**src/rtl/reflet_loader_pkg.sv**
```systemverilog
// reflet_loader_pkg: shared types and timing helpers for the UART boot loader.
package reflet_loader_pkg;

    typedef enum logic [2:0] {HDR_LO, HDR_HI, DATA_LO, DATA_HI, WRITE, DONE, ERROR} state_t;
    typedef enum logic [1:0] {RX_IDLE, RX_START, RX_DATA, RX_STOP} rx_state_t;

    function automatic int bit_period(input int clk_freq, input int baud_rate);
        return clk_freq / baud_rate;
    endfunction

    function automatic int bytes_per_word(input int wordsize);
        return wordsize / 8;
    endfunction

    // Values for the default configuration; modules derive their own from their parameters.
    localparam int BIT_PERIOD     = bit_period(1000000, 9600);
    localparam int BYTES_PER_WORD = bytes_per_word(16);

endpackage

```
**src/rtl/reflet_uart_rx_core.sv**
```systemverilog
// reflet_uart_rx_core: 8N1 receiver with 2-flop synchroniser, mid-bit sampling and glitch rejection.
module reflet_uart_rx_core
    import reflet_loader_pkg::*;
#(
    parameter int clk_freq  = 1000000,
    parameter int baud_rate = 9600
) (
    input  logic       clk,
    input  logic       reset,
    input  logic       rx,
    output logic       byte_valid,
    output logic [7:0] byte_data,
    output logic       frame_err
);

    localparam int P  = bit_period(clk_freq, baud_rate);
    localparam int CW = $clog2(P + 1);

    rx_state_t     st_q;
    logic [2:0]    sync_q;
    logic [CW-1:0] cnt_q;
    logic [2:0]    bit_q;
    logic [7:0]    sh_q;
    logic          valid_q;
    logic          ferr_q;
    logic          rx_s;
    logic          half;
    logic          full;

    // sync_q[1] is the synchronised line; sync_q[2] is its previous value for edge detection.
    assign rx_s       = sync_q[1];
    assign half       = cnt_q == CW'(P / 2 - 1);
    assign full       = cnt_q == CW'(P - 1);
    assign byte_valid = valid_q;
    assign byte_data  = sh_q;
    assign frame_err  = ferr_q;

    always_ff @(posedge clk) begin
        if (reset) begin
            st_q    <= RX_IDLE;
            sync_q  <= '1;
            cnt_q   <= '0;
            bit_q   <= '0;
            sh_q    <= '0;
            valid_q <= 1'b0;
            ferr_q  <= 1'b0;
        end else begin
            sync_q  <= {sync_q[1:0], rx};
            valid_q <= 1'b0;
            ferr_q  <= 1'b0;
            cnt_q   <= cnt_q + 1'b1;
            case (st_q)
                RX_IDLE: begin
                    cnt_q <= '0;
                    if (sync_q[2] && !rx_s) st_q <= RX_START;
                end
                RX_START: if (half) begin
                    cnt_q <= '0;
                    bit_q <= '0;
                    st_q  <= rx_s ? RX_IDLE : RX_DATA;
                end
                RX_DATA: if (full) begin
                    cnt_q <= '0;
                    sh_q  <= {rx_s, sh_q[7:1]};
                    bit_q <= bit_q + 1'b1;
                    if (bit_q == 3'd7) st_q <= RX_STOP;
                end
                RX_STOP: if (full) begin
                    cnt_q   <= '0;
                    st_q    <= RX_IDLE;
                    valid_q <= rx_s;
                    ferr_q  <= !rx_s;
                end
                default: st_q <= RX_IDLE;
            endcase
        end
    end

endmodule

```
**src/rtl/reflet_uart_loader.sv**
```systemverilog
// reflet_uart_loader: receives a length-prefixed image over UART, writes it to RAM, then enables the CPU.
module reflet_uart_loader
    import reflet_loader_pkg::*;
#(
    parameter int                   clk_freq  = 1000000,
    parameter int                   baud_rate = 9600,
    parameter int                   wordsize  = 16,
    parameter int                   addr_size = 16,
    parameter logic [addr_size-1:0] base_addr = 16'h8000,
    parameter int                   max_words = 100
) (
    input  logic                 clk,
    input  logic                 reset,
    input  logic                 rx,
    output logic [addr_size-1:0] addr,
    output logic [wordsize-1:0]  data_out,
    output logic                 write_en,
    output logic                 cpu_enable,
    output logic                 busy,
    output logic                 error
);

    localparam int BPW = bytes_per_word(wordsize);

    logic                 byte_valid;
    logic [7:0]           byte_data;
    logic                 frame_err;
    state_t               state_q;
    logic [15:0]          len_q;
    logic [15:0]          idx_q;
    logic [7:0]           lo_q;
    logic [15:0]          hdr;
    logic [addr_size-1:0] addr_q;
    logic [wordsize-1:0]  data_q;
    logic                 we_q;
    logic                 cpu_q;
    logic                 busy_q;
    logic                 err_q;

    reflet_uart_rx_core #(.clk_freq(clk_freq), .baud_rate(baud_rate)) u_rx (
        .clk        (clk),
        .reset      (reset),
        .rx         (rx),
        .byte_valid (byte_valid),
        .byte_data  (byte_data),
        .frame_err  (frame_err)
    );

    assign hdr        = {byte_data, len_q[7:0]};
    assign addr       = addr_q;
    assign data_out   = data_q;
    assign write_en   = we_q;
    assign cpu_enable = cpu_q;
    assign busy       = busy_q;
    assign error      = err_q;

    always_ff @(posedge clk) begin
        if (reset) begin
            state_q <= HDR_LO;
            len_q   <= '0;
            idx_q   <= '0;
            lo_q    <= '0;
            addr_q  <= '0;
            data_q  <= '0;
            we_q    <= 1'b0;
            cpu_q   <= 1'b0;
            busy_q  <= 1'b0;
            err_q   <= 1'b0;
        end else if (frame_err && state_q != DONE && state_q != ERROR) begin
            state_q <= ERROR;
            err_q   <= 1'b1;
            busy_q  <= 1'b0;
            cpu_q   <= 1'b0;
            we_q    <= 1'b0;
        end else begin
            case (state_q)
                HDR_LO: if (byte_valid) begin
                    len_q[7:0] <= byte_data;
                    busy_q     <= 1'b1;
                    state_q    <= HDR_HI;
                end
                HDR_HI: if (byte_valid) begin
                    len_q <= hdr;
                    idx_q <= '0;
                    if (int'(hdr) > max_words) begin
                        state_q <= ERROR;
                        err_q   <= 1'b1;
                        busy_q  <= 1'b0;
                    end else if (hdr == '0) begin
                        state_q <= DONE;
                        cpu_q   <= 1'b1;
                        busy_q  <= 1'b0;
                    end else begin
                        state_q <= DATA_LO;
                    end
                end
                DATA_LO: if (byte_valid) begin
                    lo_q    <= byte_data;
                    state_q <= DATA_HI;
                end
                DATA_HI: if (byte_valid) begin
                    addr_q  <= base_addr + addr_size'(int'(idx_q) * BPW);
                    data_q  <= wordsize'({byte_data, lo_q});
                    we_q    <= 1'b1;
                    state_q <= WRITE;
                end
                WRITE: begin
                    we_q  <= 1'b0;
                    idx_q <= idx_q + 1'b1;
                    if (idx_q + 1'b1 == len_q) begin
                        state_q <= DONE;
                        cpu_q   <= 1'b1;
                        busy_q  <= 1'b0;
                    end else begin
                        state_q <= DATA_LO;
                    end
                end
                DONE, ERROR: state_q <= state_q;
                default: state_q <= ERROR;
            endcase
        end
    end

endmodule

```
**config.mk**
```make
export PLATFORM = sky130hd
export DESIGN_NAME = reflet_uart_loader
export DESIGN_NICKNAME = d
export VERILOG_FILES = /design/src/rtl/reflet_loader_pkg.sv /design/src/rtl/reflet_uart_rx_core.sv /design/src/rtl/reflet_uart_loader.sv
export SDC_FILE = /design/constraint.sdc
export NUM_CORES = 1
export LEC_CHECK = 0
export BUFFER_PORTS_ARGS = -buffer_cell sky130_fd_sc_hd__buf_2
export CORE_MARGIN = 3
export CORE_UTILIZATION = 25
export DETAILED_ROUTE_END_ITERATION = 10
export SKIP_CTS_REPAIR_TIMING = 1
export SYNTH_ARGS = -nofsm -noshare
export SYNTH_HDL_FRONTEND = slang
export SYNTH_SLANG_ARGS = --single-unit
export TNS_END_PERCENT = 1
```
**constraint.sdc**
```tcl
create_clock -name clk -period 2.4 [get_ports clk]
set_input_delay 0.12 -clock clk [delete_from_list [all_inputs] [get_ports clk]]
set_output_delay 0.12 -clock clk [all_outputs]
set_load 0.1 [all_outputs]
```
==> run summary <==
TritonCTS clock tree: done
Final ANT Viol Nets: 0
Max Used Layer: met4
Max-cap violation count: 0
Power Density: 584 nW/um^2
Final setup vio count: 0
First-pass GRT wire length: 18.3 mm
Wirelength per Cell: 13.1 um
Vias in the first global route: 3,619
Area delta synth->final: 18.4%
Pin count of the biggest net entering global routing: 38
Pre-CTS WS: 0.124 ns
Crit Path Max Fanout: 6
IO Count: 39
Initial drt markers: 256
Largest family of logic cells by synthesized area: simple AND/OR/NAND/NOR gates
Top_reg_cell synth: dfxtp_1
Met2 wire len: 4.93 mm
Multi-input logic area: 2500 sq um
Worst Path Arrival: 2.48 ns
Fraction of registers with async set or reset after synthesis: 0%
HPWL Detailed: 7.69 mm
Die Height: 143 um
Minimum clock period: 2.23 ns
CP Class: reg -> reg
Sink Count: 103
RePlAce Congestion: 0.840
Post-Syn Nets: 573
Mux contribution to synthesized area: 5.54%
Area of the mapped netlist: 4720 sq um
Die width: 143 um
Yosys warnings: 0
Count of state elements after synthesis: 103
Crit path capture type: register
Most common cell after layout, fill and taps aside: dfxtp_1
Post-Synthesis Cells: 566
Nets@finish: 612
CTS Buf Count: 9
Share of layout cells above drive strength 1: 17.1%
Post-synth cell types: 57
Routed wl met3: 454 um
Least-Margin Pin Slew: 0.527 ns
H-tree levels: 3
# fillers: 1,954
Post-synthesis adder-cell area fraction: 1.06%
Core box area: 18,300 sq um
Reg clk slew, reported paths: 0.07 ns
Gr ovfl total: 0
Starting Density: 25.8%
Leakage power: 2.22 nW
Post-Layout Inst Area: 5590 sq um
Crit-path cells: ha_1 -> and3_1 -> nand2_1 -> or3_1 -> a21oi_1 -> nand4_2 -> o41ai_2
Commonest cells after routing, fill and taps aside: dfxtp_1, nand2_1, nor2_1
Tcrit/Tclk final: 92.8%
Status: finished clean
Number of synthesized flops with an enable pin: 0
Slowest CP cell: or3_1
Setup_tns: 0 ns
Simple-gate portion of the synthesized area: 26.4%
GRT Resource Usage Total: 11.0%
Worst setup SP type: register
Syn avg cell area: 8.34 sq um
Tot Pwr: 3.26 mW
FMAX: 449 MHz
IO Port Bufs: 37
Via count: 3,884
Placement Cell Area: 5250 sq um
CTS Root Cell: clkbuf_16
RSZ-0062 raised after global routing: false
Antenna Cells: 0
WL final: 11.0 mm
Synth Area in Compound Gates: 13.2%
Clock skew: 0.00594 ns
Initial antenna violation count: 0
Clk Latency, worst-skew pair: 0.35 ns
Hold/Removal Path Class: in -> reg
Drt first pass iters: 4
Setup WS post-layout: 0.173 ns
Post-synthesis sequential area ratio: 43.7%
Slew Limit Fails: 0
Synth Area in XOR/XNOR: 6.12%
Util after Layout: 30.6%
Headroom to the max-slew limit: 64.8%
Row count: 49
Critical Path Max Stage Delay: 0.37 ns
Final Hold Fails: 0
Peak supply drop: 0.000304 V
CP Data Required Time: 2.65 ns
DRC Markers: 0
Longest Clk Path Bufs: 2
Metal-1 WL: 5.46 mm
Die area: 20,600 sq um
Vias per cell: 4.63
Reg area: 2060 sq um
-- worst paths after layout --
| kind | start | end | slack (ns) | cells after the start |
|---|---|---|---|---|
| worst max-delay path | idx_q[0]$_SDFFE_PP0P_ | state_q[0]$_SDFFE_PP0P_ | 0.17 | 7 |
| worst min-delay path | reset | u_rx.st_q[0]$_SDFFE_PP0P_ | 0.13 | 2 |
| worst max register to register | idx_q[0]$_SDFFE_PP0P_ | state_q[0]$_SDFFE_PP0P_ | 0.17 | 7 |
| worst min register to register | u_rx.sync_q[0]$_SDFF_PP1_ | u_rx.sync_q[1]$_SDFF_PP1_ | 0.42 | 1 |
-- power breakdown --
part | internal, mW | switching [mW] | leakage, nW
sequential | 1.71 | 0.00464 | 0.831
combinational | 0.0156 | 0.0404 | 1.24
clock | 0.843 | 0.649 | 0.150
total | 2.57 | 0.694 | 2.22
-- cell type report --
| cell class | count | area share, % |
|---|---|---|
| Inverter | 6 | 0.403 |
| Clock inverter | 5 | 1.16 |
| Multi-Input combinational cell | 418 | 44.7 |
| Timing Repair Buffer | 67 | 7.39 |
| Sequential cell | 103 | 36.9 |
| Clock buffer | 10 | 4.28 |
| Tap cell | 229 | 5.13 |
-- cell usage after synthesis, drive strengths merged, types with 4 or more instances --
library cell  instances  area, sq um
dfxtp               103         2060
nand2                90          338
nor2                 70          265
a21oi                63          315
clkbuf               29          109
xnor2                27          236
mux2i                25          250
o21ai                21          105
nand3                11         72.6
nor3                 11         65.1
buf                  10         53.8
nor4                 10          114
or3                   9         56.3
nand3b                8         60.1
nand4                 8         77.6
or4                   6         45.0
xor2                  6         52.6
a31oi                 5         31.3
inv                   5         18.8
and2                  4         25.0
ha                    4         50.1
or2                   4         25.0
-- state kept, by name, indices dropped and copies added (netlist names), named ones only --
name / cells
u_rx.frame_err: 1
cpu_enable: 1
error: 1
u_rx.bit_q: 3
u_rx.sync_q: 3
state_q: 3
u_rx.cnt_q: 7
write_en: 1
len_q: 16
data_out: 16
u_rx.byte_valid: 1
busy: 1
addr: 15
u_rx.byte_data: 8
idx_q: 16
lo_q: 8
u_rx.st_q: 1
-- cells by family (layout without fill, tap and decap cells) --
| kind of cell | count (synthesis) | count (layout) |
|---|---|---|
| buf+inv | 45 | 88 |
| compound gates | 109 | 109 |
| simple gates | 245 | 245 |
| flops | 103 | 103 |
| other cells | 1 | 1 |
| mux | 26 | 26 |
| fa+ha+maj | 4 | 4 |
| xor+xnor | 33 | 33 |
-- metal layers --
layer | up-vias | GRT usage (%)
met4 | 0 | 2.43
li1 | 2021 | -
met3 | 10 | 3.66
met5 | - | 0
met1 | 1794 | 14.9
met2 | 59 | 17.2
-- critical path: cells and delay by family (launching register included) --
| kind | cells | cell delay [ns] |
|---|---|---|
| flip-flops | 1 | 0.34 |
| adder cells (fa/ha/maj) | 1 | 0.34 |
| AO/OA/AOI/OAI | 2 | 0.50 |
| AND/OR/NAND/NOR | 4 | 0.95 |
-- metrics by stage --
stage	hold WS, ns	instances
finish	0.130	838
global route	0.135	838
CTS	-0.0594	837
detailed placement	0.307	822
global placement	0.306	822
floorplan	0.224	566
(Power assumes the default switching activity.)
